## src/rtl/fetch_ctrl.sv

```systemverilog
// LC-3b fetch/decode boundary controller: imem read handshake, PC/IR load strobes,
// one-entry skid register for decode stalls, branch redirect and perf counters.
module fetch_ctrl #(
  parameter int CNT_W = 16
) (
  input  logic             clk,
  input  logic             reset,
  input  logic             imem_resp,
  input  logic [15:0]      imem_rdata,
  input  logic             stall,
  input  logic             flush,
  output logic             imem_read,
  output logic             pc_load,
  output logic             pc_mux_sel,
  output logic             ir_load,
  output logic [15:0]      ir_in,
  output logic             ir_valid,
  output logic [CNT_W-1:0] fetch_count,
  output logic [CNT_W-1:0] stall_count
);

  typedef enum logic [1:0] {
    FETCH = 2'd0,
    HOLD  = 2'd1,
    REDIR = 2'd2
  } state_t;

  state_t            state_q, state_d;
  logic              ir_valid_q, ir_valid_d;
  logic [15:0]       skid_q, skid_d;
  logic [CNT_W-1:0]  fetch_count_q, fetch_count_d;
  logic [CNT_W-1:0]  stall_count_q, stall_count_d;

  function automatic logic [CNT_W-1:0] sat_inc(input logic [CNT_W-1:0] v);
    sat_inc = (v == {CNT_W{1'b1}}) ? v : v + CNT_W'(1);
  endfunction

  always_comb begin
    state_d       = state_q;
    ir_valid_d    = ir_valid_q;
    skid_d        = skid_q;
    fetch_count_d = fetch_count_q;
    stall_count_d = (ir_valid_q && stall) ? sat_inc(stall_count_q) : stall_count_q;
    imem_read     = 1'b0;
    pc_load       = 1'b0;
    pc_mux_sel    = 1'b0;
    ir_load       = 1'b0;
    ir_in         = imem_rdata;

    unique case (state_q)
      FETCH: begin
        imem_read = 1'b1;
        if (flush) begin
          pc_load    = 1'b1;
          pc_mux_sel = 1'b1;
          ir_valid_d = 1'b0;
          state_d    = REDIR;
        end else if (imem_resp) begin
          pc_load       = 1'b1;
          fetch_count_d = fetch_count_q + CNT_W'(1);
          if (!stall) begin
            ir_load    = 1'b1;
            ir_valid_d = 1'b1;
          end else begin
            skid_d  = imem_rdata;
            state_d = HOLD;
          end
        end else if (!stall) begin
          ir_valid_d = 1'b0;
        end
      end
      HOLD: begin
        ir_in = skid_q;
        if (flush) begin
          pc_load    = 1'b1;
          pc_mux_sel = 1'b1;
          ir_valid_d = 1'b0;
          state_d    = REDIR;
        end else if (!stall) begin
          ir_load    = 1'b1;
          ir_valid_d = 1'b1;
          state_d    = FETCH;
        end
      end
      REDIR: begin
        ir_valid_d = 1'b0;
        if (flush) begin
          // A second redirect supersedes the first; the newest target wins.
          pc_load    = 1'b1;
          pc_mux_sel = 1'b1;
        end else begin
          state_d = FETCH;
        end
      end
      default: state_d = FETCH;
    endcase

    // Reset silences every strobe so an outstanding read is abandoned.
    if (reset) begin
      imem_read  = 1'b0;
      pc_load    = 1'b0;
      pc_mux_sel = 1'b0;
      ir_load    = 1'b0;
    end
  end

  always_ff @(posedge clk) begin
    if (reset) begin
      state_q       <= FETCH;
      ir_valid_q    <= 1'b0;
      skid_q        <= '0;
      fetch_count_q <= '0;
      stall_count_q <= '0;
    end else begin
      state_q       <= state_d;
      ir_valid_q    <= ir_valid_d;
      skid_q        <= skid_d;
      fetch_count_q <= fetch_count_d;
      stall_count_q <= stall_count_d;
    end
  end

  assign ir_valid    = ir_valid_q;
  assign fetch_count = fetch_count_q;
  assign stall_count = stall_count_q;

endmodule

```

## config.mk

```make
export PLATFORM = sky130hd
export DESIGN_NAME = fetch_ctrl
export DESIGN_NICKNAME = d
export VERILOG_FILES = /design/src/rtl/fetch_ctrl.sv
export SDC_FILE = /design/constraint.sdc
export NUM_CORES = 1
export LEC_CHECK = 0
export BUFFER_PORTS_ARGS = -buffer_cell sky130_fd_sc_hd__buf_4
export CAP_MARGIN = 20
export CORE_ASPECT_RATIO = 1.1
export CORE_MARGIN = 3
export CORE_UTILIZATION = 52
export CTS_CLUSTER_SIZE = 20
export DETAILED_ROUTE_END_ITERATION = 10
export GPL_TIMING_DRIVEN = 0
export PLACE_DENSITY = 0.8
export SYNTH_ARGS = -nofsm -noshare
export SYNTH_HDL_FRONTEND = slang
export SYNTH_SLANG_ARGS = --single-unit
```

## constraint.sdc

```tcl
create_clock -name clk -period 2.47 [get_ports clk]
set_input_delay 0.6175 -clock clk [delete_from_list [all_inputs] [get_ports clk]]
set_output_delay 0.6175 -clock clk [all_outputs]
set_load 0.005 [all_outputs]
```

==> results.cfg <==
[status]
outcome = complete, no violations

[floorplan]
fp.dieW_um = 73.84
fp.dieH_um = 80.63
die_area_um2 = 5953
ios = 74
core_um2 = 4782
num_rows = 26
initial_core_util = 0.5505

[clock_network]
cts_buffer_depth = 2
cts_setup_buffers = 0
cts_tree = done
clkTransAtPathRegs_ns = 0.09
clock-root-buffer = clkbuf_8
cts_hold_buf = 0
cts.sinks = 51
clk_latency_ns = 0.31
htreeDepth = 2
cts_made_buffers = 5

[yosys]
yosys_warnings = 0
synthArstFlopShare = 0
synth-main-ff-cell = dfxtp_1
mappedNetlistNets = 328
synth_cell_types = 49
seq_area_frac_synth = 0.3878
syn_area_per_cell_um2 = 8.775
synth_area_um2 = 2633
synth_cells = 300
ys_ff_latch = 51
synth-edff-count = 0

[setup_path]
crit_type = reg -> out
cp_max_fo = 10
max_stage_delay_ns = 0.36
cp_top_family = buffers and inverters
critPathSlowestCell = mux2_2
endpoint_kind = output pin
cp-start-kind = flip-flop
crit_required_ns = 1.85
path_cells = inv_1, ha_4, buf_4, mux2_2, buf_4
cp_common_cell = buf_4
critical_path_buf_inv_count = 3
cp_data_arrival_time_ns = 1.73

[grt]
grt_pass1_vias = 2249
antenna_found_initial = 0
grt_max_degree = 16
grt_usage = 0.2148
grt-ovfl-total = 0
grt_pass1_wl_um = 10270

[cells_and_area]
antennaDiodeCount = 0
multiInputGateArea_um2 = 1510
layout-drive-gt1-share = 0.3130
final_nets = 405
area_growth_pct = 27.42
regArea_um2 = 1021
fillers = 387

[placed_design]
portBuffers = 71
dp_hpwl_um = 4568
gp_congestion = 0.7772

[drt]
drt-vias-per-instance = 5.654
wl_per_cell_um = 14.38
drt-pass1-iter-count = 4
vias = 2448
wl_um = 6227
drc = 0
initialDrtViolationCount = 93
ant_nets = 0

[timing]
fin_crit_sh = 0.9501
rsz0062_at_grt = no
worst_slew_pin_slew_ns = 0.5715
drv_slew = 0
tns_ns = 0
max_freq_mhz = 426.1
timing.slew.headroom = 0.6190
hold_viol_final = 0
fin_crit_ns = 2.347
clock_skew_ns = 0.01219
finalSetupViolCount = 0
hold_slack_ns = 0.4554

[power]
leakage_nw = 1.358
powerDensity_nw_per_um2 = 497.2
peakVddDrop_mv = 0.2872

[job]
drv_cap = 0

[min_path]
hold_class = reg -> reg
-- cells by family (layout without fill, tap and decap cells) --
kind of cell,after synthesis,after routing,synth area share
flops,51,51,0.3878
mux,21,21,0.08840
compound gates,65,65,0.1450
xor+xnor,9,9,0.02994
simple gates,125,125,0.2723
fa+ha+maj,7,7,0.03327
buf+inv,22,99,0.04325
-- state kept, by name, indices dropped and copies added, names as in the netlist --
register,count
stall_count,16
skid_q,16
state_q,2
ir_valid,1
fetch_count,16
-- layout make-up --
type | instances | area share
sequential | 51 | 0.3044
multi-input combinational | 227 | 0.4502
inverter | 6 | 0.006714
clock inverter | 2 | 0.01119
buffer | 15 | 0.02723
tap | 56 | 0.02089
timing repair buffer | 71 | 0.1589
clock buffer | 5 | 0.02051
-- where the power goes --
part / internal [mW] / switching [mW] / leakage, nW / total, mW
combinational: 0.133 / 0.112 / 0.895 / 0.246
sequential: 0.837 / 0.0128 / 0.412 / 0.850
clock: 0.296 / 0.276 / 0.0502 / 0.572
-- synthesized netlist by cell type (4+ instances only) --
cell type	count	area (um2)
nor2b_1	5	31.28
a21oi_1	36	180.2
nand4_2	4	50.05
inv_1	6	22.52
ha_1	7	87.58
and4_1	4	35.03
xor2_1	7	61.31
or4_1	7	52.55
nor3_1	4	20.02
mux2_2	17	191.4
or3_1	9	56.30
o31ai_1	7	52.55
clkbuf_1	6	22.52
and3_1	4	25.02
nand2_1	43	161.4
nand3_1	7	35.03
nand4_1	6	37.54
nor2_1	15	56.30
dfxtp_1	51	1021
o21ai_0	11	55.05
-- per-stage QoR --
step             util  cells  power (mW)  instance area, um2  worst slack, ns
2_1_floorplan       -    300       1.002                2633           0.4200
3_3_place_gp   0.6766    427       1.105                3236          0.04427
4_1_cts        0.6991    433       1.675                3343          0.02903
6_report       0.7015    433       1.668                3354           0.1234
3_5_place_dp   0.6766    427       1.109                3236          0.01057
5_1_grt        0.7015    433       1.739                3354          0.06469
-- tightest hold or removal path: cells and delay by family (launching register included) --
kind / cells / cell delay [ns]
flops: 1 / 0.32
simple gates: 1 / 0.05
compound gates: 1 / 0.05
-- per-layer routing --
| metal | vias up | global-route usage | part of all wire |
|---|---|---|---|
| met3 | 8 | 0.04005 | 0.052 |
| met5 | - | 0 | 0 |
| met1 | 1150 | 0.2699 | 0.44 |
| met4 | 0 | 0.06703 | 0.013 |
| li1 | 1231 | - | - |
| met2 | 59 | 0.3661 | 0.49 |
-- repair_timing --
item	in CTS	in global routing
setup endpoints to repair	10	12
cloned	0	0
resized for setup	2	3
-- cell usage in the layout (no fill, tap or decap), types with 4 or more instances in the layout --
master | netlist | final
nor3_1 | 4 | 4
mux2_2 | 17 | 17
or4_1 | 7 | 7
inv_1 | 6 | 6
a21oi_1 | 36 | 36
o21ai_0 | 11 | 11
buf_4 | 1 | 73
o31ai_1 | 7 | 7
nand2_1 | 43 | 43
xor2_1 | 7 | 7
nor2b_1 | 5 | 5
and4_1 | 4 | 4
nand4_2 | 4 | 4
ha_1 | 7 | 6
clkbuf_1 | 6 | 4
dfxtp_1 | 51 | 51
nand4_1 | 6 | 6
nor2_1 | 15 | 15
clkbuf_8 | 0 | 5
nand3_1 | 7 | 7
or3_1 | 9 | 9
and3_1 | 4 | 4
-- path summary, 6_finish.rpt --
path                                 start          to  slack, ns  cells past startpoint
worst max-delay path            state_q[1]   ir_in[13]       0.12                      5
worst min-delay path             skid_q[9]   skid_q[9]       0.46                      2
worst max register to register  state_q[0]  skid_q[13]       0.29                      8
worst min register to register   skid_q[9]   skid_q[9]       0.46                      2
Note: power is estimated with default switching activity, not from simulation.
